--- config.mk ---
export PLATFORM = sky130hd
export DESIGN_NAME = g20_slave_resp
export DESIGN_NICKNAME = d
export VERILOG_FILES = /design/src/rtl/g20_pkg.sv /design/src/rtl/g20_slave_regfile.sv /design/src/rtl/g20_slave_resp.sv
export SDC_FILE = /design/constraint.sdc
export NUM_CORES = 1
export LEC_CHECK = 0
export ABC_AREA = 0
export CAP_MARGIN = 15
export CORE_MARGIN = 3
export CORE_UTILIZATION = 60
export CTS_CLUSTER_SIZE = 20
export DETAILED_ROUTE_END_ITERATION = 7
export HOLD_SLACK_MARGIN = 0.06
export PLACE_DENSITY = 0.78
export SYNTH_ARGS = -nofsm -noshare
export SYNTH_HDL_FRONTEND = slang
export SYNTH_SLANG_ARGS = --single-unit
--- constraint.sdc ---
create_clock -name Qclock -period 7.1 [get_ports Qclock]
set_input_delay 1.42 -clock Qclock [delete_from_list [all_inputs] [get_ports Qclock]]
set_output_delay 1.42 -clock Qclock [all_outputs]
set_load 0.005 [all_outputs]
--- src/rtl/g20_pkg.sv ---
// rtl/g20_pkg.sv - shared types and constants for the g20 bus slave responder
// Purpose: bus widths, write-direction bit position and the slave FSM state type.
// Ports: none (package).
package g20_pkg;

    localparam int G20_ADDR_W = 48;
    localparam int G20_DATA_W = 16;
    localparam int G20_WR_BIT = 47;

    typedef enum logic [1:0] {
        S_IDLE  = 2'd0,
        S_WR    = 2'd1,
        S_RD    = 2'd2,
        S_DRAIN = 2'd3
    } g20_slv_state_t;

endpackage

--- src/rtl/g20_slave_regfile.sv ---
// rtl/g20_slave_regfile.sv - DEPTH x DATA_W register window storage
// Purpose: word storage cleared by synchronous reset, one write port, one
//          combinational read port (the caller registers the read data).
// Ports:
//   i_clk, i_rst      clock, synchronous active-high reset (clears every word)
//   i_we/i_waddr/i_wdata  write port
//   i_raddr/o_rdata   read port
module g20_slave_regfile #(
    parameter int DEPTH  = 16,
    parameter int DATA_W = 16
) (
    input  logic                     i_clk,
    input  logic                     i_rst,
    input  logic                     i_we,
    input  logic [$clog2(DEPTH)-1:0] i_waddr,
    input  logic [DATA_W-1:0]        i_wdata,
    input  logic [$clog2(DEPTH)-1:0] i_raddr,
    output logic [DATA_W-1:0]        o_rdata
);

    logic [DATA_W-1:0] r_mem [DEPTH];

    // Reset has priority so a write beat coinciding with reset is lost.
    always_ff @(posedge i_clk) begin
        if (i_rst) begin
            for (int i = 0; i < DEPTH; i++) begin
                r_mem[i] <= '0;
            end
        end else if (i_we) begin
            r_mem[i_waddr] <= i_wdata;
        end
    end

    assign o_rdata = r_mem[i_raddr];

endmodule

--- src/rtl/g20_slave_resp.sv ---
// rtl/g20_slave_resp.sv - g20 arbitrated-bus slave: window decode and burst read/write
// Purpose: decodes the forwarded address against [BASE_ADDR, BASE_ADDR+DEPTH),
//          runs write bursts into the window or read bursts onto dbus_out
//          until Xend. Optional macro G20_SLAVE_WRAP_EN makes the burst
//          pointer wrap inside the window; without it the pointer saturates
//          and further beats are dropped (writes) or read as zero.
// Ports:
//   Qclock, BusReset  bus clock, synchronous active-high reset
//   Adr               [47] write/read, [46:0] word address (start cycle)
//   dataIn            write data, one word per beat
//   select_slave      transfer in progress
//   Xend              final beat marker
//   dbus_out          registered read data, zero outside read beats
module g20_slave_resp
    import g20_pkg::*;
#(
    parameter logic [G20_ADDR_W-2:0] BASE_ADDR = 47'h0000_1000,
    parameter int                    DEPTH     = 16,
    parameter int                    DATA_W    = G20_DATA_W
) (
    input  logic                  Qclock,
    input  logic                  BusReset,
    input  logic [G20_ADDR_W-1:0] Adr,
    input  logic [DATA_W-1:0]     dataIn,
    input  logic                  select_slave,
    input  logic                  Xend,
    output logic [DATA_W-1:0]     dbus_out
);

    localparam int PTR_W = $clog2(DEPTH);

    g20_slv_state_t        r_state, w_state_nxt;
    logic [PTR_W-1:0]      r_ptr, w_ptr_nxt, w_ptr_inc, w_raddr;
    logic                  r_ovf, w_ovf_nxt, w_step_ovf;
    logic [DATA_W-1:0]     r_dout, w_dout_nxt, w_rdata;
    logic [G20_ADDR_W-2:0] w_offset;
    logic                  w_hit, w_is_wr, w_we;

    // Addresses below BASE_ADDR underflow to huge offsets and so miss.
    assign w_offset = Adr[G20_ADDR_W-2:0] - BASE_ADDR;
    assign w_hit    = (w_offset < (G20_ADDR_W-1)'(DEPTH));
    assign w_is_wr  = Adr[G20_WR_BIT];

`ifdef G20_SLAVE_WRAP_EN
    assign w_ptr_inc  = r_ptr + PTR_W'(1);
    assign w_step_ovf = 1'b0;
`else
    logic w_ptr_end;
    assign w_ptr_end  = (r_ptr == PTR_W'(DEPTH - 1));
    assign w_ptr_inc  = w_ptr_end ? r_ptr : r_ptr + PTR_W'(1);
    assign w_step_ovf = w_ptr_end;
`endif

    // IDLE looks up the start word; RD prefetches the next word.
    assign w_raddr = (r_state == S_IDLE) ? w_offset[PTR_W-1:0] : w_ptr_inc;

    always_comb begin
        w_state_nxt = r_state;
        w_ptr_nxt   = r_ptr;
        w_ovf_nxt   = r_ovf;
        w_dout_nxt  = '0;
        w_we        = 1'b0;
        case (r_state)
            S_IDLE: begin
                w_ovf_nxt = 1'b0;
                if (select_slave) begin
                    if (Xend || !w_hit) begin
                        w_state_nxt = S_DRAIN;
                    end else begin
                        w_ptr_nxt = w_offset[PTR_W-1:0];
                        if (w_is_wr) begin
                            w_state_nxt = S_WR;
                        end else begin
                            w_state_nxt = S_RD;
                            w_dout_nxt  = w_rdata;
                        end
                    end
                end
            end
            S_WR: begin
                if (!select_slave) begin
                    w_state_nxt = S_IDLE;
                end else begin
                    w_we      = !r_ovf;
                    w_ptr_nxt = w_ptr_inc;
                    w_ovf_nxt = r_ovf | w_step_ovf;
                    // Leave through DRAIN so a still-high select cannot restart.
                    if (Xend) begin
                        w_state_nxt = S_DRAIN;
                    end
                end
            end
            S_RD: begin
                if (!select_slave) begin
                    w_state_nxt = S_IDLE;
                end else begin
                    w_ptr_nxt = w_ptr_inc;
                    w_ovf_nxt = r_ovf | w_step_ovf;
                    if (Xend) begin
                        w_state_nxt = S_DRAIN;
                    end else if (!(r_ovf || w_step_ovf)) begin
                        w_dout_nxt = w_rdata;
                    end
                end
            end
            S_DRAIN: begin
                if (!select_slave) begin
                    w_state_nxt = S_IDLE;
                end
            end
            default: w_state_nxt = S_IDLE;
        endcase
    end

    always_ff @(posedge Qclock) begin
        if (BusReset) begin
            r_state <= S_IDLE;
            r_ptr   <= '0;
            r_ovf   <= 1'b0;
            r_dout  <= '0;
        end else begin
            r_state <= w_state_nxt;
            r_ptr   <= w_ptr_nxt;
            r_ovf   <= w_ovf_nxt;
            r_dout  <= w_dout_nxt;
        end
    end

    g20_slave_regfile #(
        .DEPTH  (DEPTH),
        .DATA_W (DATA_W)
    ) u_regfile (
        .i_clk   (Qclock),
        .i_rst   (BusReset),
        .i_we    (w_we),
        .i_waddr (r_ptr),
        .i_wdata (dataIn),
        .i_raddr (w_raddr),
        .o_rdata (w_rdata)
    );

    assign dbus_out = r_dout;

endmodule

==> out/qor_table.md, run 1 <==
| Group | Quantity | This run |
|---|---|---|
| placement | Number of port buffers | 83 |
| floorplan | Placeable core region | 22000 um^2 |
| clock network | Clock sink total | 279 |
| timing | Finish-stage setup viols | 0 |
| clock network | CTS buffer count | 29 |
| floorplan | DIE AREA | 24400 um^2 |
| setup path | Reg2reg path depth | 8 |
| grt | Number of antenna violations at the first check in global routing | 2 |
| floorplan | Number of ports placed on the die boundary | 84 |
| grt | Global-route wire length before repair | 49.1 mm |
| final layout | Number of inserted diodes | 0 |
| synth | Number of standard cells after synthesis | 1094 |
| synth | Total of flip-flops plus latches after synthesis | 279 |
| timing | Total negative slack for setup checks | 0 ns |
| setup path | Data arrival time at the worst-slack endpoint | 4.53 ns |
| route | Average wire per cell in the routed design | 21.7 um |
| pwr | Total leakage power | 5.72 nW |
| floorplan | Horizontal extent of the die | 156 um |
| clock network | Number of gates resized after CTS | 0 |
| setup path | Critical path fanouts, max | 17 |
| timing | Tightest slew margin relative to the limit | 18.7% |
| floorplan | Site row count | 54 |
| pwr | Power density relative to cell area | 300 nW/um^2 |
| final layout | Area growth syn-to-layout | 14.8% |
| clock network | Number of buffers added for setup after CTS | 0 |
| clock network | Clock transition at path regs | 0.06 ns |
| route | Initial detailed-routing violation count | 685 |
| synth | Number of warnings printed during yosys synthesis | 0 |
| final layout | Fill cell instance count of the final layout | 1544 |
| synth | Register area share after synthesis | 60.1% |
| placement | HPWL reported at the end of detailed placement | 20.1 mm |
| timing | Final Max Tran Viols | 0 |
| timing | Final worst clock skew | 0.0314 ns |
| timing | Fin crit period | 4.36 ns |
| worst hold path | Worst min-delay path category | flop to flop |
| clock network | Hold buffer count at cts | 0 |
| pwr | VDD IR max | 0.000556 V |
| synth | Number of distinct library cells after synthesis | 49 |
| synth | Mean post-synth cell area | 12.4 um^2 |
| setup path | Sort of element at the start of the critical path | input port |
| timing | Number of hold-slack violations in the final timing report | 0 |
| route | DR pass1 iterations | 5 |
| floorplan | Die extent in y | 156 um |
| grt | Largest net degree at the start of global routing | 128 |
| timing | Highest achievable clock rate | 229 MHz |
| setup path | Crit. End Element | flop |
| grt | Overall fraction of global-route tracks in use | 26.0% |
| synth | Largest area contributor in the netlist | sky130_fd_sc_hd__edfxtp_1 |
| clock network | Clock latency on the worst-skew pair | 0.54 ns |
| timing | Actual transition at the worst max-transition pin | 1.22 ns |
| final layout | Core Util, Final | 70.7% |
| synth | Most area-consuming cells after synthesis | sky130_fd_sc_hd__edfxtp_1 (57%), sky130_fd_sc_hd__and2_1 (12%), sky130_fd_sc_hd__mux2_2 (5.4%), sky130_fd_sc_hd__mux2i_1 (4.9%), sky130_fd_sc_hd__o211ai_1 (3.6%) |
| grt | Vias in the first global route | 9022 |
| final layout | Number of nets in the finished design | 1235 |
| synth | Post-synthesis net count | 1171 |
| final layout | Proportion of layout cells with a drive suffix above 1 | 12.2% |
| setup path | Crit Path Class | input port to flop |
| outcome | Status | finished clean |
| route | Number of nets with antenna violations after detailed routing | 0 |
| route | Via Count | 8889 |
| synth | Most common flop cell mapped by yosys | sky130_fd_sc_hd__edfxtp_1 |
| job | Total of max-cap violations | 0 |
| clock network | Max Buffers Root-to-Sink | 3 |
| clock network | Total number of H-tree levels | 1 |
| route | Total Routed Length | 31.6 mm |
| placement | Gpl congestion | 0.852 |
| floorplan | Initial Util | 61.5% |
| clock network | TritonCTS clock tree | yes |
| timing | Final worst-path cycle share | 61.4% |
| synth | Ys async rst share | 0% |
| synth | Number of flops mapped to enable cells by yosys | 256 |
| clock network | Root buffer cell | sky130_fd_sc_hd__clkbuf_16 |
| timing | RSZ-0062 raised after global routing | no |
| worst hold path | Instance count along the most critical hold path | 2 |
| route | Via density per instance | 6.09 |
| setup path | Required time reported for the critical path endpoint | 7.28 ns |
| route | Remaining DRCs | 0 |
| synth | Post-synth top area share | 56.7% |
| synth | Netlist area before placement | 13600 um^2 |
| synth | Most used standard cells in the synthesized netlist | sky130_fd_sc_hd__and2_1 (256), sky130_fd_sc_hd__edfxtp_1 (256), sky130_fd_sc_hd__nand2_1 (85) |
| grt | Grt total ovfl | 0 |
-- path summary, 6_finish.rpt --
check	start	end	slack, ns
setup / recovery	BusReset	u_regfile.r_mem[2][12]	2.74
hold / removal	r_ovf	r_ovf	0.53
setup reg to reg	r_ptr[0]	dbus_out[3]	3.80
hold reg to reg	r_ovf	r_ovf	0.53
-- where the power goes --
part,internal (W),leakage [nW],total (W),switching (W)
clock,0.000829,0.431,0.00144,0.000607
combinational,0.000531,2.46,0.00133,0.000796
sequential,0.00187,2.83,0.00191,0.0000430
total,0.00323,5.72,0.00468,0.00145
-- critical path: stages --
cell,delay [ns]
sky130_fd_sc_hd__clkdlybuf4s50_1,0.65
sky130_fd_sc_hd__inv_1,0.42
sky130_fd_sc_hd__nand2_1,0.20
sky130_fd_sc_hd__nor3b_1,0.45
sky130_fd_sc_hd__nand2_1,0.27
sky130_fd_sc_hd__nor3_2,0.64
sky130_fd_sc_hd__or2_2,0.47
-- placed cells by master, fill, tap and decap left out, types with 5 or more instances in the layout --
cell | netlist | routed
sky130_fd_sc_hd__buf_4 | 0 | 22
sky130_fd_sc_hd__ha_1 | 9 | 9
sky130_fd_sc_hd__a211oi_1 | 5 | 5
sky130_fd_sc_hd__o211ai_1 | 65 | 65
sky130_fd_sc_hd__nor3b_1 | 5 | 5
sky130_fd_sc_hd__nand2_1 | 85 | 85
sky130_fd_sc_hd__dfxtp_1 | 23 | 23
sky130_fd_sc_hd__mux2i_1 | 67 | 67
sky130_fd_sc_hd__a31oi_1 | 5 | 5
sky130_fd_sc_hd__and2_1 | 256 | 256
sky130_fd_sc_hd__clkinv_2 | 0 | 7
sky130_fd_sc_hd__clkdlybuf4s50_1 | 0 | 83
sky130_fd_sc_hd__mux2_2 | 65 | 64
sky130_fd_sc_hd__nand4_1 | 10 | 10
sky130_fd_sc_hd__o21ai_1 | 0 | 12
sky130_fd_sc_hd__inv_1 | 16 | 16
sky130_fd_sc_hd__nor3_1 | 13 | 11
sky130_fd_sc_hd__a41oi_1 | 15 | 15
sky130_fd_sc_hd__nor2_1 | 31 | 30
sky130_fd_sc_hd__clkbuf_1 | 59 | 11
sky130_fd_sc_hd__edfxtp_1 | 256 | 256
sky130_fd_sc_hd__nor4_1 | 12 | 12
sky130_fd_sc_hd__clkbuf_16 | 0 | 29
sky130_fd_sc_hd__or4_1 | 7 | 7
sky130_fd_sc_hd__a21oi_1 | 5 | 5
sky130_fd_sc_hd__o21ai_0 | 23 | 10
sky130_fd_sc_hd__nand3_1 | 5 | 5
-- registers in the layout, indices dropped and copies added (netlist names) --
name	flops
r_ovf	1
r_state	2
r_ptr	4
dbus_out	16
u_regfile.r_mem	256
-- area by class of cell --
type                    count  area [um^2]  share of cell area, %
flip-flops and latches    279         8150                   52.3
multi-input cells         726         5100                   32.7
repair buffers            106         1020                   6.53
clock buffers              40          767                   4.93
well taps                 280          350                   2.25
clock inverters            13          126                  0.812
inverters                  16         60.1                  0.386
-- cells by family after synthesis --
logic type               count (synthesis)  share of synthesized area (%)
AND/OR/NAND/NOR                        442                           18.5
buffers and inverters                   89                           2.49
adder cells (fa/ha/maj)                  9                          0.831
multiplexers                           133                           10.5
flip-flops                             279                           60.1
XOR/XNOR                                 3                          0.194
AO/OA/AOI/OAI                          139                           7.37
-- layer usage --
| layer | routed length, um | track usage, % | vias up |
|---|---|---|---|
| met4 | 946 | 8.46 | 2 |
| li1 | - | - | 4131 |
| met2 | 16200 | 46.2 | 314 |
| met5 | 11 | 0 | - |
| met1 | 12700 | 32.8 | 4366 |
| met3 | 1790 | 3.76 | 76 |
-- stage by stage --
stage	instances	setup slack [ns]	hold WS [ns]	power, W	instance area [um^2]
6_report	1460	2.74	0.531	0.00468	15600
5_1_grt	1460	2.42	0.569	0.00486	15600
4_1_cts	1459	2.42	0.538	0.00469	15500
3_5_place_dp	1406	1.93	0.527	0.00327	14700
3_3_place_gp	1406	2.07	0.534	0.00326	14700
2_1_floorplan	1094	3.10	0.478	0.00289	13600
No activity file was read; power rests on OpenSTA's default activity.
==> inputs of run 2 (changes only) <==
- CORE_UTILIZATION: 60 -> 54
- PLACE_DENSITY: 0.78 -> 0.74
- clock period: 7.1 -> 3.8 ns (I/O delays scaled with it)
==> out/qor_table.md, run 2 (synthesis results as in run 1) <==
| Group | Quantity | This run | vs previous |
|---|---|---|---|
| outcome | Status | finished clean |  |
| job | Total of max-cap violations | 0 | unchanged |
| clock network | Hold buffer count at cts | 0 | unchanged |
| clock network | Max Buffers Root-to-Sink | 3 | unchanged |
| floorplan | Number of ports placed on the die boundary | 84 | unchanged |
| floorplan | Initial Util | 55.4% | -6.1 points |
| timing | Final worst-path cycle share | 92.2% |  |
| setup path | Start point of the critical path | Adr[26] |  |
| final layout | FF/Latch Area | 8150 um^2 | unchanged |
| setup path | Critical path fanouts, max | 16 | -1 |
| placement | Post-Place Setup Slack | -0.170 ns | -2.10 ns |
| placement | HPWL reported at the end of detailed placement | 21.6 mm | +7.7% |
| final layout | Area occupied by multi-input gates | 5080 um^2 | -0.25% |
| floorplan | Site row count | 57 | +5.6% |
| pwr | Total leakage power | 5.92 nW | +3.5% |
| route | Via Count | 9061 | +1.9% |
| pwr | Final Power | 0.00887 W | +90% |
| setup path | Crit Path Class | input port to flop |  |
| route | Initial detailed-routing violation count | 818 | +19% |
| floorplan | DIE AREA | 27000 um^2 | +11% |
| grt | Number of antenna violations at the first check in global routing | 1 | -1 |
| final layout | Fin area | 15900 um^2 | +2.3% |
| placement | Gpl congestion | 0.887 | +4.1% |
| timing | Tightest slew margin relative to the limit | 28.5% | +9.8 points |
| clock network | Total number of H-tree levels | 1 | unchanged |
| clock network | CTS buffer count | 28 | -3.4% |
| timing | Worst Setup Slack, final | 0.295 ns | -2.45 ns |
| final layout | Fill cell instance count of the final layout | 1835 | +19% |
| setup path | Crit. End Element | flop |  |
| pwr | VDD IR max | 0.000569 V | +2.4% |
| placement | Number of port buffers | 83 | unchanged |
| final layout | Area growth syn-to-layout | 17.5% |  |
| final layout | Number of flip-flops under the largest register name | 256 | unchanged |
| clock network | TritonCTS clock tree | yes |  |
| pwr | Power density relative to cell area | 557 nW/um^2 | +85% |
| route | DR pass1 iterations | 7 | +2 |
| timing | Total negative slack for setup checks | 0 ns | unchanged |
| timing | RSZ-0062 raised after global routing | no |  |
| timing | Final worst clock skew | 0.0200 ns | -0.0114 ns |
| floorplan | Placeable core region | 24500 um^2 | +11% |
| grt | Vias in the first global route | 9298 | +3.1% |
| setup path | Data arrival time at the worst-slack endpoint | 3.87 ns | -0.66 ns |
| final layout | Highest-count cells in the layout ignoring fill and taps | sky130_fd_sc_hd__and2_1 (256), sky130_fd_sc_hd__edfxtp_1 (256), sky130_fd_sc_hd__nand2_1 (85), sky130_fd_sc_hd__clkdlybuf4s50_1 (83), sky130_fd_sc_hd__mux2i_1 (67) |  |
| timing | Final Max Tran Viols | 0 | unchanged |
| clock network | Clock sink total | 279 | unchanged |
| setup path | Setup slack of the most critical reg-to-reg path | 0.76 ns | -3.04 ns |
| timing | Number of hold-slack violations in the final timing report | 0 | unchanged |
| timing | Worst hold margin | 0.538 ns | +0.00723 ns |
| route | Via density per instance | 5.88 | -3.5% |
| placement | Instance area at placement | 15000 um^2 | +2.5% |
| timing | Finish-stage setup viols | 0 | unchanged |
| floorplan | Die extent in y | 164 um | +5.2% |
| setup path | Sort of element at the start of the critical path | input port |  |
| clock network | Clock latency on the worst-skew pair | 0.56 ns | +0.02 ns |
| clock network | Number of buffers added for setup after CTS | 0 | unchanged |
| grt | Overall fraction of global-route tracks in use | 24.8% | -1.1 points |
| setup path | Reg2Reg Launch Point | r_ptr[0] |  |
| final layout | Most flops, register | u_regfile.r_mem |  |
| grt | Largest net degree at the start of global routing | 73 | -43% |
| grt | Global-route wire length before repair | 51.1 mm | +4.2% |
| floorplan | Horizontal extent of the die | 164 um | +5.2% |
| route | Remaining DRCs | 0 | unchanged |
| setup path | Required time reported for the critical path endpoint | 4.17 ns | -3.11 ns |
| worst hold path | HP Start | r_ovf |  |
| route | Number of nets with antenna violations after detailed routing | 0 | unchanged |
| route | Average wire per cell in the routed design | 21.4 um | -1.3% |
| route | Total Routed Length | 33.0 mm | +4.2% |
| final layout | Proportion of layout cells with a drive suffix above 1 | 14.5% | +2.3 points |
| grt | Grt total ovfl | 0 | unchanged |
| timing | Fin crit period | 3.51 ns |  |
| timing | Highest achievable clock rate | 285 MHz |  |
| final layout | Number of nets in the finished design | 1272 | +3.0% |
| timing | Actual transition at the worst max-transition pin | 1.07 ns | -0.143 ns |
| clock network | Root buffer cell | sky130_fd_sc_hd__clkbuf_16 |  |
| worst hold path | Worst min-delay path category | flop to flop |  |
| clock network | Number of gates resized after CTS | 0 | unchanged |
| clock network | Clock transition at path regs | 0.06 ns | about the same |
[run 2: cell count changes in the layout (fill, tap and decap cells not counted), sizes merged]
cell      delta
clkinv       +4
inv          -1
clkinvlp     -3
clkbuf       -1
buf         +38
diode        +1
[run 2: worst paths after layout]
path                                     to  cells past startpoint
worst max-delay path            dbus_out[9]                      8
worst min-delay path                  r_ovf                      2
worst min register to register        r_ovf                      2
worst max register to register  dbus_out[9]                      8
[run 2: layout make-up]
| cell class | count | share of cell area (%) |
|---|---|---|
| clock inverter | 13 | 0.856 |
| clock buffer | 39 | 4.78 |
| multi-input combinational | 726 | 31.9 |
| timing repair buffer | 144 | 8.33 |
| sequential | 279 | 51.2 |
| tap | 324 | 2.55 |
| inverter | 16 | 0.377 |
| antenna | 1 | 0.0157 |
[run 2: report_power, final]
group | leakage [nW] | total (W) | switching (W) | internal, W
clock network | 0.442 | 0.00267 | 0.00113 | 0.00154
logic | 2.65 | 0.00263 | 0.00158 | 0.00104
registers | 2.83 | 0.00357 | 0.0000745 | 0.00350
[run 2: per-layer routing]
| metal | share of wire, % | global-route usage, % | up-vias |
|---|---|---|---|
| li1 | - | - | 4210 |
| met1 | 42 | 33.4 | 4450 |
| met2 | 48 | 42.1 | 328 |
| met3 | 6.5 | 3.59 | 73 |
| met4 | 3.3 | 7.59 | 0 |
| met5 | 0 | 0 | - |
[run 2: worst max-delay path, stage by stage]
cell	delay, ns
sky130_fd_sc_hd__clkdlybuf4s50_1	0.43
sky130_fd_sc_hd__or4_1	0.53
sky130_fd_sc_hd__or4_4	0.52
sky130_fd_sc_hd__o41ai_1	0.37
sky130_fd_sc_hd__and3_4	0.28
sky130_fd_sc_hd__nor4_4	0.05
sky130_fd_sc_hd__a21oi_2	0.80
sky130_fd_sc_hd__a41oi_1	0.11
[run 2: per-stage QoR]
step	std cells	util [%]
floorplan	1094	-
global placement	1489	61.4
detailed placement	1489	61.4
CTS	1541	65.1
global route	1541	65.1
finish	1542	65.1
==> inputs of run 3 (changes only) <==
- CORE_UTILIZATION: 54 -> 58
- DONT_BUFFER_PORTS: unset -> 1
- SKIP_LAST_GASP: unset -> 1
==> out/qor_table.md, run 3 (synthesis results as in run 1) <==
| Group | Quantity | This run | vs previous |
|---|---|---|---|
| route | Average wire per cell in the routed design | 22.7 um | +6.1% |
| final layout | Proportion of layout cells with a drive suffix above 1 | 15.1% | +0.57 points |
| setup path | Required time reported for the critical path endpoint | 4.21 ns | +0.04 ns |
| pwr | Total leakage power | 5.56 nW | -6.2% |
| clock network | Clock transition at path regs | 0.06 ns | about the same |
| timing | Final Max Tran Viols | 0 | unchanged |
| grt | Largest net degree at the start of global routing | 68 | -6.8% |
| clock network | Clock sink total | 279 | unchanged |
| setup path | Slowest stage cell, crit path | sky130_fd_sc_hd__dfxtp_1 |  |
| setup path | Kind of cell with the highest combined delay on the critical path | compound AO/OA/AOI/OAI gates |  |
| final layout | Most flops, register | u_regfile.r_mem |  |
| final layout | Number of nets in the finished design | 1173 | -7.8% |
| timing | Tightest slew margin relative to the limit | 50.6% | +22 points |
| route | Via Count | 8711 | -3.9% |
| timing | Final worst clock skew | 0.0277 ns | +0.00768 ns |
| final layout | Fill cell instance count of the final layout | 1693 | -7.7% |
| route | Via density per instance | 6.08 | +3.5% |
| final layout | Area growth syn-to-layout | 10.7% |  |
| placement | Gpl congestion | 0.865 | -2.4% |
| clock network | Number of gates resized after CTS | 0 | unchanged |
| outcome | Status | finished clean |  |
| final layout | Core Util, Final | 65.9% | +0.78 points |
| grt | Grt total ovfl | 0 | unchanged |
| final layout | Area occupied by multi-input gates | 5080 um^2 | unchanged |
| setup path | Crit. End Element | flop |  |
| final layout | FF/Latch Area | 8150 um^2 | unchanged |
| clock network | Number of buffers added for setup after CTS | 0 | unchanged |
| pwr | VDD IR max | 0.000355 V | -38% |
| clock network | Hold buffer count at cts | 0 | unchanged |
| timing | Final worst-path cycle share | 80.4% | -12 points |
| setup path | Buffer and inverter count on the worst path | 1 | unchanged |
| timing | Worst hold margin | 0.294 ns | -0.244 ns |
| grt | Overall fraction of global-route tracks in use | 25.4% | +0.57 points |
| clock network | Max Buffers Root-to-Sink | 3 | unchanged |
| route | DR pass1 iterations | 6 | -1 |
| timing | Number of hold-slack violations in the final timing report | 0 | unchanged |
| route | Number of nets with antenna violations after detailed routing | 0 | unchanged |
| timing | Actual transition at the worst max-transition pin | 0.734 ns | -0.339 ns |
| grt | Vias in the first global route | 8643 | -7.0% |
| timing | Total negative slack for setup checks | 0 ns | unchanged |
| job | Total of max-cap violations | 0 | unchanged |
| setup path | Sort of element at the start of the critical path | flop |  |
| floorplan | Site row count | 55 | -3.5% |
| placement | Number of port buffers | 0 | -100% |
| floorplan | Placeable core region | 22800 um^2 | -6.9% |
| route | Remaining DRCs | 0 | unchanged |
| placement | HPWL reported at the end of detailed placement | 21.4 mm | -0.88% |
| timing | Fin crit period | 3.06 ns | -0.450 ns |
| clock network | Root buffer cell | sky130_fd_sc_hd__clkbuf_16 |  |
| route | Total Routed Length | 32.5 mm | -1.4% |
| timing | Highest achievable clock rate | 327 MHz | +15% |
| floorplan | Die extent in y | 159 um | -3.4% |
| clock network | Total number of H-tree levels | 1 | unchanged |
| setup path | List of cells traversed by the critical path | ha_1 > nand3_1 > xnor2_1 > o21ai_4 > buf_4 > mux2_2 > o211ai_1 > a41oi_1 |  |
| route | Initial detailed-routing violation count | 899 | +9.9% |
| final layout | Number of flip-flops under the largest register name | 256 | unchanged |
| clock network | Clock latency on the worst-skew pair | 0.55 ns | about the same |
| timing | Finish-stage setup viols | 0 | unchanged |
| worst hold path | Worst min-delay path category | input port to flop |  |
| timing | RSZ-0062 raised after global routing | no |  |
| setup path | Crit Path Class | flop to flop |  |
| grt | Global-route wire length before repair | 50.0 mm | -2.2% |
| final layout | Fin area | 15000 um^2 | -5.8% |
| clock network | TritonCTS clock tree | yes |  |
| final layout | Highest-count cells in the layout ignoring fill and taps | sky130_fd_sc_hd__and2_1 (256), sky130_fd_sc_hd__edfxtp_1 (256), sky130_fd_sc_hd__nand2_1 (85), sky130_fd_sc_hd__mux2i_1 (67), sky130_fd_sc_hd__o211ai_1 (65) |  |
| placement | Instance area at placement | 14100 um^2 | -6.3% |
| floorplan | DIE AREA | 25200 um^2 | -6.7% |
| pwr | Power density relative to cell area | 585 nW/um^2 | +5.0% |
| floorplan | Number of ports placed on the die boundary | 84 | unchanged |
| floorplan | Horizontal extent of the die | 159 um | -3.4% |
| setup path | Data arrival time at the worst-slack endpoint | 3.47 ns | -0.40 ns |
| setup path | CP max stage delay | 0.48 ns | -0.32 ns |
| floorplan | Initial Util | 59.5% | +4.1 points |
| setup path | Critical path fanouts, max | 16 | unchanged |
| clock network | CTS buffer count | 28 | unchanged |
| grt | Number of antenna violations at the first check in global routing | 0 | -1 |
[run 3: cell count changes in the layout (fill, tap and decap cells not counted)]
cell | previous run | this run
sky130_fd_sc_hd__clkinvlp_4 | 0 | 2
sky130_fd_sc_hd__clkinv_8 | 0 | 1
sky130_fd_sc_hd__clkinv_1 | 3 | 2
sky130_fd_sc_hd__buf_12 | 3 | 5
sky130_fd_sc_hd__clkbuf_1 | 9 | 2
sky130_fd_sc_hd__clkbuf_16 | 28 | 30
sky130_fd_sc_hd__buf_4 | 58 | 40
sky130_fd_sc_hd__clkdlybuf4s50_1 | 83 | 0
sky130_fd_sc_hd__clkinv_2 | 7 | 11
sky130_fd_sc_hd__clkinv_4 | 0 | 1
sky130_fd_sc_hd__bufinv_16 | 2 | 1
sky130_fd_sc_hd__clkinv_16 | 1 | 0
[run 3: power by group]
group | total [W] | leakage (nW) | switching (W) | internal [W]
Combinational | 0.00250 | 2.27 | 0.00149 | 0.00101
Sequential | 0.00358 | 2.83 | 0.0000821 | 0.00350
Clock | 0.00270 | 0.458 | 0.00115 | 0.00154
[run 3: layout make-up]
type | instances | area share, %
sequential | 279 | 54.3
multi-input combinational | 726 | 33.9
clock buffer | 34 | 5.24
timing repair buffer | 45 | 2.67
tap | 313 | 2.61
clock inverter | 18 | 0.884
inverter | 16 | 0.400
antenna | 1 | 0.0167
[run 3: worst paths after layout]
path	startpoint	end	slack, ns	depth (start not counted)
worst min register to register	r_ovf	r_ovf	0.53	2
worst min-delay path	BusReset	r_ptr[3]	0.29	1
worst max-delay path	r_ptr[0]	dbus_out[6]	0.74	8
worst max register to register	r_ptr[0]	dbus_out[6]	0.74	8
[run 3: per-stage QoR]
step | cells | setup slack, ns | power [W]
3_5_place_dp | 1379 | 0.337 | 0.00614
3_3_place_gp | 1379 | 0.421 | 0.00611
5_1_grt | 1431 | 0.569 | 0.00912
4_1_cts | 1431 | 0.761 | 0.00881
6_report | 1432 | 0.744 | 0.00878
2_1_floorplan | 1094 | 0.457 | 0.00539
[run 3: per-layer routing]
layer / share of wire [%] / global-route usage (%) / vias to the layer above
met5: 0 / 0 / -
met4: 4.1 / 9.83 / 0
met1: 41 / 34.5 / 4282
met2: 47 / 41.0 / 339
met3: 7.6 / 4.59 / 73
li1: - / - / 4017
